$ cat config.mk
export PLATFORM = sky130hd
export DESIGN_NAME = doodle_motion
export DESIGN_NICKNAME = d
export VERILOG_FILES = /design/src/rtl/doodle_pkg.sv /design/src/rtl/doodle_tick.sv /design/src/rtl/doodle_motion.sv
export SDC_FILE = /design/constraint.sdc
export NUM_CORES = 1
export LEC_CHECK = 0
export CAP_MARGIN = 20
export CELL_PAD_IN_SITES_DETAIL_PLACEMENT = 0
export CELL_PAD_IN_SITES_GLOBAL_PLACEMENT = 2
export CORE_MARGIN = 8
export CORE_UTILIZATION = 42
export CTS_BUF_LIST = sky130_fd_sc_hd__clkbuf_8
export DETAILED_ROUTE_END_ITERATION = 8
export DONT_BUFFER_PORTS = 1
export PLACE_DENSITY = 0.91
export SYNTH_ARGS = -nofsm -noshare
export SYNTH_HDL_FRONTEND = slang
export SYNTH_HIERARCHICAL = 1
export SYNTH_SLANG_ARGS = --single-unit
$ cat constraint.sdc
create_clock -name Clk -period 14.53 [get_ports Clk]
set_clock_uncertainty 0.2 [all_clocks]
set_input_delay 1.453 -clock Clk [delete_from_list [all_inputs] [get_ports Clk]]
set_output_delay 1.453 -clock Clk [all_outputs]
set_load 0.01 [all_outputs]
$ cat src/rtl/doodle_pkg.sv
// doodle_pkg -- shared constants and helpers for the doodle motion block.
//   Screen bounds, doodle radius, the one-hot jump-state encodings driven by
//   the doodle state machine, the decoded motion phase enum, and two small
//   helper functions (phase decode and saturating 10-bit add).
package doodle_pkg;

  // Visible screen area in pixels.
  localparam int unsigned SCREEN_X_MIN  = 144;
  localparam int unsigned SCREEN_X_MAX  = 774;
  localparam int unsigned SCREEN_Y_MIN  = 35;
  localparam int unsigned SCREEN_Y_MAX  = 515;
  localparam int unsigned DOODLE_RADIUS = 13;

  // One-hot jump-state encodings, ordered {q_I, q_Up, q_Down, q_Done}.
  localparam logic [3:0] ST_IDLE = 4'b1000;
  localparam logic [3:0] ST_UP   = 4'b0100;
  localparam logic [3:0] ST_DOWN = 4'b0010;
  localparam logic [3:0] ST_DONE = 4'b0001;

  typedef enum logic [1:0] {
    PH_IDLE = 2'd0,
    PH_RISE = 2'd1,
    PH_FALL = 2'd2,
    PH_HALT = 2'd3
  } phase_e;

  // Anything that is not a clean one-hot state is treated as HALT so that a
  // glitching state machine freezes the doodle instead of moving it.
  function automatic phase_e decode_phase(input logic [3:0] st);
    phase_e ph;
    case (st)
      ST_IDLE: ph = PH_IDLE;
      ST_UP:   ph = PH_RISE;
      ST_DOWN: ph = PH_FALL;
      ST_DONE: ph = PH_HALT;
      default: ph = PH_HALT;
    endcase
    return ph;
  endfunction

  // Distance counters stop at 1023 rather than wrapping back to 0.
  function automatic logic [9:0] sat_add10(input logic [9:0] a, input logic [3:0] b);
    logic [10:0] sum;
    sum = {1'b0, a} + {7'd0, b};
    if (sum[10]) begin
      return 10'h3FF;
    end else begin
      return sum[9:0];
    end
  endfunction

endpackage

$ cat src/rtl/doodle_tick.sv
// doodle_tick -- motion tick generator.
//   Free-running counter 0..TICK_DIV-1; tick is high for the one cycle in
//   which the count equals TICK_DIV-1. While enable is low the counter is
//   held at 0, so the first tick after enabling comes TICK_DIV cycles later.
// Ports:
//   Clk     in  1  system clock
//   Reset_n in  1  synchronous active-low reset
//   enable  in  1  counter runs when high, held at 0 when low
//   tick    out 1  one-cycle motion pulse
module doodle_tick #(
  parameter int unsigned TICK_DIV = 500000
) (
  input  logic Clk,
  input  logic Reset_n,
  input  logic enable,
  output logic tick
);

  localparam int unsigned CW = (TICK_DIV > 1) ? $clog2(TICK_DIV) : 1;
  localparam logic [CW-1:0] LAST = CW'(TICK_DIV - 1);

  logic [CW-1:0] count_q;
  logic [CW-1:0] count_d;

  // Next-count: hold at zero when disabled, wrap after the last count.
  always_comb begin
    count_d = count_q;
    if (!enable) begin
      count_d = '0;
    end else if (count_q == LAST) begin
      count_d = '0;
    end else begin
      count_d = count_q + {{(CW-1){1'b0}}, 1'b1};
    end
  end

  // Counter register.
  always_ff @(posedge Clk) begin
    if (!Reset_n) begin
      count_q <= '0;
    end else begin
      count_q <= count_d;
    end
  end

  assign tick = enable && (count_q == LAST);

endmodule

$ cat src/rtl/doodle_motion.sv
// doodle_motion -- doodle position and vertical-speed tracker.
//   Moves the doodle once per motion tick according to the jump phase from
//   the doodle state machine: rises with apex easing, falls with easing out
//   of the apex, steps horizontally with screen wrap, freezes on HALT and
//   reloads the start position while IDLE. All outputs are registered.
// Ports:
//   Clk, Reset_n                   clock, synchronous active-low reset
//   q_I, q_Up, q_Down, q_Done      one-hot jump state
//   JUMP_HEIGHT [9:0]              jump apex distance
//   is_in_middle                   screen scrolling: hold screen y on rise
//   move_left, move_right          debounced buttons
//   up_count [9:0]                 distance risen in this jump
//   object_x, object_y [15:0]      screen position
//   true_y [15:0]                  world y (two's complement)
//   vert_speed [3:0]               current vertical step
module doodle_motion
  import doodle_pkg::*;
#(
  parameter int unsigned TICK_DIV  = 500000,
  parameter int unsigned START_X   = 459,
  parameter int unsigned START_Y   = 400,
  parameter int unsigned MAX_SPEED = 4,
  parameter int unsigned MIN_SPEED = 1,
  parameter int unsigned SLOW_ZONE = 40,
  parameter int unsigned H_SPEED   = 2,
  parameter int unsigned X_MIN     = 157,
  parameter int unsigned X_MAX     = 761
) (
  input  logic        Clk,
  input  logic        Reset_n,
  input  logic        q_I,
  input  logic        q_Up,
  input  logic        q_Down,
  input  logic        q_Done,
  input  logic [9:0]  JUMP_HEIGHT,
  input  logic        is_in_middle,
  input  logic        move_left,
  input  logic        move_right,
  output logic [9:0]  up_count,
  output logic [15:0] object_x,
  output logic [15:0] object_y,
  output logic [15:0] true_y,
  output logic [3:0]  vert_speed
);

  localparam logic [15:0] START_X_V = 16'(START_X);
  localparam logic [15:0] START_Y_V = 16'(START_Y);
  localparam logic [3:0]  MAX_SPD_V = 4'(MAX_SPEED);
  localparam logic [3:0]  MIN_SPD_V = 4'(MIN_SPEED);

  logic [9:0]  up_count_q,   up_count_d;
  logic [9:0]  down_count_q, down_count_d;
  logic [15:0] object_x_q,   object_x_d;
  logic [15:0] object_y_q,   object_y_d;
  logic [15:0] true_y_q,     true_y_d;
  logic [3:0]  vert_speed_q, vert_speed_d;
  logic        up_prev_q,    down_prev_q;

  logic        tick_s;
  logic        tick_en_s;
  phase_e      phase_s;
  logic        rise_entry_s;
  logic        fall_entry_s;
  logic [10:0] rise_cmp_s;
  logic [3:0]  rise_speed_s;
  logic [3:0]  fall_speed_s;
  logic [16:0] x_left_s;
  logic [16:0] x_right_s;
  logic [15:0] x_step_s;

  // Tick counter idles at 0 outside a jump so each jump starts on a fresh period.
  assign tick_en_s = ~(q_I | q_Done);

  doodle_tick #(
    .TICK_DIV (TICK_DIV)
  ) u_tick (
    .Clk     (Clk),
    .Reset_n (Reset_n),
    .enable  (tick_en_s),
    .tick    (tick_s)
  );

  assign phase_s      = decode_phase({q_I, q_Up, q_Down, q_Done});
  assign rise_entry_s = q_Up & ~up_prev_q;
  assign fall_entry_s = q_Down & ~down_prev_q;

  // Apex easing: slow down for the last SLOW_ZONE pixels of the rise and the
  // first SLOW_ZONE pixels of the fall. Rise compare is 11 bits to avoid wrap.
  always_comb begin
    rise_cmp_s = {1'b0, up_count_q} + 11'(SLOW_ZONE);
    if (rise_cmp_s < {1'b0, JUMP_HEIGHT}) begin
      rise_speed_s = MAX_SPD_V;
    end else begin
      rise_speed_s = MIN_SPD_V;
    end
    if (32'(down_count_q) < 32'(SLOW_ZONE)) begin
      fall_speed_s = MIN_SPD_V;
    end else begin
      fall_speed_s = MAX_SPD_V;
    end
  end

  // Horizontal step with wrap to the opposite edge; 17-bit math catches underflow.
  always_comb begin
    x_left_s  = {1'b0, object_x_q} - 17'(H_SPEED);
    x_right_s = {1'b0, object_x_q} + 17'(H_SPEED);
    x_step_s  = object_x_q;
    if (move_left && !move_right) begin
      if (x_left_s[16] || (x_left_s < 17'(X_MIN))) begin
        x_step_s = 16'(X_MAX);
      end else begin
        x_step_s = x_left_s[15:0];
      end
    end else if (move_right && !move_left) begin
      if (x_right_s > 17'(X_MAX)) begin
        x_step_s = 16'(X_MIN);
      end else begin
        x_step_s = x_right_s[15:0];
      end
    end else begin
      x_step_s = object_x_q;
    end
  end

  // Next-state for position, counters and speed by phase.
  always_comb begin
    up_count_d   = up_count_q;
    down_count_d = down_count_q;
    object_x_d   = object_x_q;
    object_y_d   = object_y_q;
    true_y_d     = true_y_q;
    vert_speed_d = vert_speed_q;
    case (phase_s)
      PH_IDLE: begin
        up_count_d   = 10'd0;
        down_count_d = 10'd0;
        object_x_d   = START_X_V;
        object_y_d   = START_Y_V;
        true_y_d     = START_Y_V;
        vert_speed_d = MAX_SPD_V;
      end
      PH_RISE: begin
        vert_speed_d = rise_speed_s;
        // Entry cycle wins over a coincident tick: the tick is swallowed.
        if (rise_entry_s) begin
          up_count_d = 10'd0;
        end else if (tick_s) begin
          up_count_d = sat_add10(up_count_q, rise_speed_s);
          true_y_d   = true_y_q - {12'd0, rise_speed_s};
          object_x_d = x_step_s;
          if (!is_in_middle) begin
            object_y_d = object_y_q - {12'd0, rise_speed_s};
          end else begin
            object_y_d = object_y_q;
          end
        end else begin
          up_count_d = up_count_q;
        end
      end
      PH_FALL: begin
        vert_speed_d = fall_speed_s;
        if (fall_entry_s) begin
          down_count_d = 10'd0;
        end else if (tick_s) begin
          down_count_d = sat_add10(down_count_q, fall_speed_s);
          object_y_d   = object_y_q + {12'd0, fall_speed_s};
          true_y_d     = true_y_q + {12'd0, fall_speed_s};
          object_x_d   = x_step_s;
        end else begin
          down_count_d = down_count_q;
        end
      end
      PH_HALT: begin
        vert_speed_d = vert_speed_q;
      end
      default: begin
        vert_speed_d = vert_speed_q;
      end
    endcase
  end

  // State registers; reset reloads the idle values regardless of phase.
  always_ff @(posedge Clk) begin
    if (!Reset_n) begin
      up_count_q   <= 10'd0;
      down_count_q <= 10'd0;
      object_x_q   <= START_X_V;
      object_y_q   <= START_Y_V;
      true_y_q     <= START_Y_V;
      vert_speed_q <= MAX_SPD_V;
      up_prev_q    <= 1'b0;
      down_prev_q  <= 1'b0;
    end else begin
      up_count_q   <= up_count_d;
      down_count_q <= down_count_d;
      object_x_q   <= object_x_d;
      object_y_q   <= object_y_d;
      true_y_q     <= true_y_d;
      vert_speed_q <= vert_speed_d;
      up_prev_q    <= q_Up;
      down_prev_q  <= q_Down;
    end
  end

  assign up_count   = up_count_q;
  assign object_x   = object_x_q;
  assign object_y   = object_y_q;
  assign true_y     = true_y_q;
  assign vert_speed = vert_speed_q;

endmodule

==> impl_metrics.csv <==
group,metric,value,unit
detailed_routing,routed_via_density,5.898,
detailed_routing,ant_nets,0,
detailed_routing,totalWireLength,18.89,mm
setup_path,cp_slowest_cell,"nor4_1",
cts,cts_setup_buffers,0,
floorplanning,die_w,143.5,µm
global_routing,antenna_found_initial,0,
cts,cts.sinks,91,
timing,hold_violations,0,
logic_synthesis,synthTopCellsByArea,"dfxtp_1 (27%), ha_1 (9.9%), a21oi_1 (5.4%)",
detailed_routing,drt_iter0_drc,408,
timing,setup_violations,0,
setup_path,worstSetupPathType,"input pin to register",
power_and_ir_drop,p_leak,2.657,nW
cts,cts_buffers,9,
logic_synthesis,ys_async_sr_fraction,0,
run,maxCapViolCount,0,
setup_path,crit_chain,"inv_1 -> nor4_1 -> ha_1 -> buf_4 -> inv_1 -> ha_1 -> a211o_1 -> or3_1 -> a41o_1 -> a311o_1 -> o311a_1 -> or3_1 -> a32o_1",
cells_and_area,num_antenna_cells,0,
floorplanning,initial_core_util,0.4297,
logic_synthesis,syn_avg_cell_area,7.714,µm²
logic_synthesis,yosys.area.top_type,"dfxtp_1",
logic_synthesis,synth_edf_count,0,
timing,fin_ws,9.372,ns
placement,gp_congestion,0.8625,
global_routing,grtUsageTotal,0.1833,
cells_and_area,multi_input_area,0.004638,mm²
logic_synthesis,ys.flop_type,"dfxtp_1",
global_routing,grt_pass1_wl,30.61,mm
timing,drv_slew,0,
logic_synthesis,yosysTopAreaCellShare,0.2669,
cells_and_area,finalNetCount,932,
cts,cts_tree,"built",
cells_and_area,areaGrowthSynthToFinish,4.802,%
floorplanning,rows,46,
setup_path,crit_family,"compound AO/OA/AOI/OAI gates",
floorplanning,die_area,0.02059,mm²
setup_path,cp-start-kind,"input pin",
cts,cts_resized,0,
timing,tightest_slew,0.9720,ns
global_routing,grt-ovfl-total,0,
placement,dpl_worst_slack,8.986,ns
timing,max_freq,0.1939,GHz
power_and_ir_drop,ir_drop,0.04522,mV
setup_path,worst-path-buf-inv,3,
logic_synthesis,synth-seq-cells,91,
cts,cts-root-buf,"clkbuf_8",
detailed_routing,first_pass_iters,5,
timing,finalCritPeriodShare,0.3550,
power_and_ir_drop,cellPowerDensity,71.92,mW/mm²
detailed_routing,vias,6364,
outcome,status,"finished, final reports clean",
cts,clk_pin_slew_worst_paths,0.10,ns
timing,slew_headroom,0.3513,
placement,io_buffer_count,0,
detailed_routing,wl_per_cell,17.50,µm
logic_synthesis,ys_seq_area_frac,0.2669,
logic_synthesis,synthCells,885,
detailed_routing,drcViolationCount,0,
timing,period_minus_slack,5.158,ns
cells_and_area,seq_area,0.001822,mm²
placement,dpl.hpwl,13.87,mm
global_routing,grt_max_degree,31,
cells_and_area,fillCellCount,1597,
cts,ctsHoldBuffers,0,
timing,rsz0062_at_grt,"no",
setup_path,cp_max_fo,18,
logic_synthesis,syn_area,0.006827,mm²
setup_path,critPathMaxStageDelay,0.51,ns
cells_and_area,drive_gt1_frac,0.05098,
floorplanning,core,0.01589,mm²
floorplanning,io_pins,81,
setup_path,worstPathArrival,5.24,ns
cts,cts_htree_levels,3,
setup_path,required,14.61,ns
logic_synthesis,yosys_warnings,6,
worst_hold_path,hp-class,"register to register",
logic_synthesis,ys_types,85,
cts,clkLatencyLatePin,0.39,ns
setup_path,cp-end-kind,"register",
cts,cts_max_path_buffers,2,
global_routing,grt_pass1_vias,5975,
timing,setup_tns,0,ns
floorplanning,die-height,143.5,µm
[area by class of cell]
type                    instances  area share
well taps                     216     0.03778
inverters                      42     0.02308
clock inverters                 6     0.01259
multi-input cells             709      0.6483
flip-flops and latches         91      0.2546
repair buffers                  6    0.006296
clock buffers                   9     0.01731
[synthesized netlist by cell type, types with 5 or more instances]
master	instances
nor3b_1	6
nor4_1	10
clkbuf_1	27
a31oi_1	14
nor2b_1	15
xnor2_1	36
a21oi_1	74
or4_1	8
o21ai_1	9
nor3_1	18
ha_1	54
and2_1	5
nand3_1	31
a22oi_1	12
nand4_1	12
o21ai_0	55
inv_1	40
or2_2	5
nand2b_1	12
xor2_1	18
nor2_1	94
nand2_1	74
a211o_1	5
buf_2	11
o21bai_1	5
a21o_1	15
o22ai_1	9
and3_1	12
or3_1	8
dfxtp_1	91
o31ai_1	10
a32o_1	5
[worst register-to-register path, delay by kind of cell (launching register included)]
kind | cells | cell delay, ns
flip-flops | 1 | 0.60
AO/OA/AOI/OAI | 10 | 2.45
AND/OR/NAND/NOR | 3 | 0.68
adder cells (fa/ha/maj) | 3 | 0.78
XOR/XNOR | 1 | 0.15
buffers and inverters | 1 | 0.18
[cell families after synthesis]
kind of cell             after synthesis  share of synthesized area
AO/OA/AOI/OAI                        269                     0.2638
XOR/XNOR                              54                    0.06928
adder cells (fa/ha/maj)               54                    0.09897
buffers and inverters                 86                    0.05425
flip-flops                            91                     0.2669
multiplexers                           2                   0.002933
other                                  1                  0.0005493
AND/OR/NAND/NOR                      328                     0.2434
[where the power goes]
group | internal [mW] | switching [mW] | total (mW)
Sequential | 0.251 | 0.00442 | 0.256
Clock | 0.0967 | 0.0980 | 0.195
Combinational | 0.0241 | 0.0401 | 0.0643
Total | 0.372 | 0.143 | 0.515
[cells in the final DEF, fill, tap and decap left out, drive strengths merged, types with 9 or more instances in the layout]
| cell | netlist | routed |
|---|---|---|
| a21o | 15 | 15 |
| a21oi | 75 | 75 |
| a22oi | 12 | 12 |
| a31oi | 14 | 14 |
| and3 | 12 | 12 |
| clkbuf | 27 | 9 |
| dfxtp | 91 | 91 |
| ha | 54 | 54 |
| inv | 42 | 44 |
| nand2 | 74 | 74 |
| nand2b | 12 | 12 |
| nand3 | 32 | 32 |
| nand4 | 13 | 13 |
| nor2 | 94 | 94 |
| nor2b | 15 | 15 |
| nor3 | 19 | 19 |
| nor4 | 12 | 12 |
| o21ai | 64 | 64 |
| o22ai | 9 | 9 |
| o31ai | 11 | 11 |
| xnor2 | 36 | 36 |
| xor2 | 18 | 18 |
[layer usage]
metal / wire [µm] / part of all wire / up-vias / track usage
met5: 0 / 0 / - / 0
met4: 364 / 0.019 / 0 / 0.05534
met3: 1398 / 0.074 / 25 / 0.05939
met2: 8609 / 0.46 / 161 / 0.2909
met1: 8513 / 0.45 / 3002 / 0.2316
li1: - / - / 3176 / -
[metrics by stage]
stage,hold slack (ns),util,power (mW),cell area (µm²),std cells
after floorplan,0.2362,-,0.3115,6830,886
after global placement,0.2442,0.4369,0.3241,6940,1064
after detailed placement,0.2566,0.4369,0.3249,6940,1064
after CTS,0.2705,0.4504,0.5221,7154,1079
after global routing,0.2976,0.4504,0.5372,7154,1079
final,0.2699,0.4504,0.5145,7154,1079
[worst paths after layout]
kind | slack, ns | start | depth (start not counted) | endpoint
max reg2reg | 9.37 | up_count[7] | 18 | object_y[14]
min reg2reg | 0.27 | down_count_q[0] | 2 | down_count_q[0]
max | 9.37 | q_Down | 13 | object_y[14]
min | 0.27 | down_count_q[0] | 2 | down_count_q[0]
[registers in the layout, summed over array words and instances, names as in the netlist]
name / count
object_x: 16
up_count: 10
down_count_q: 10
object_y: 16
up_prev_q: 1
vert_speed: 2
u_tick/count_q: 19
down_prev_q: 1
true_y: 16
Note: power is estimated with default switching activity, not from simulation.
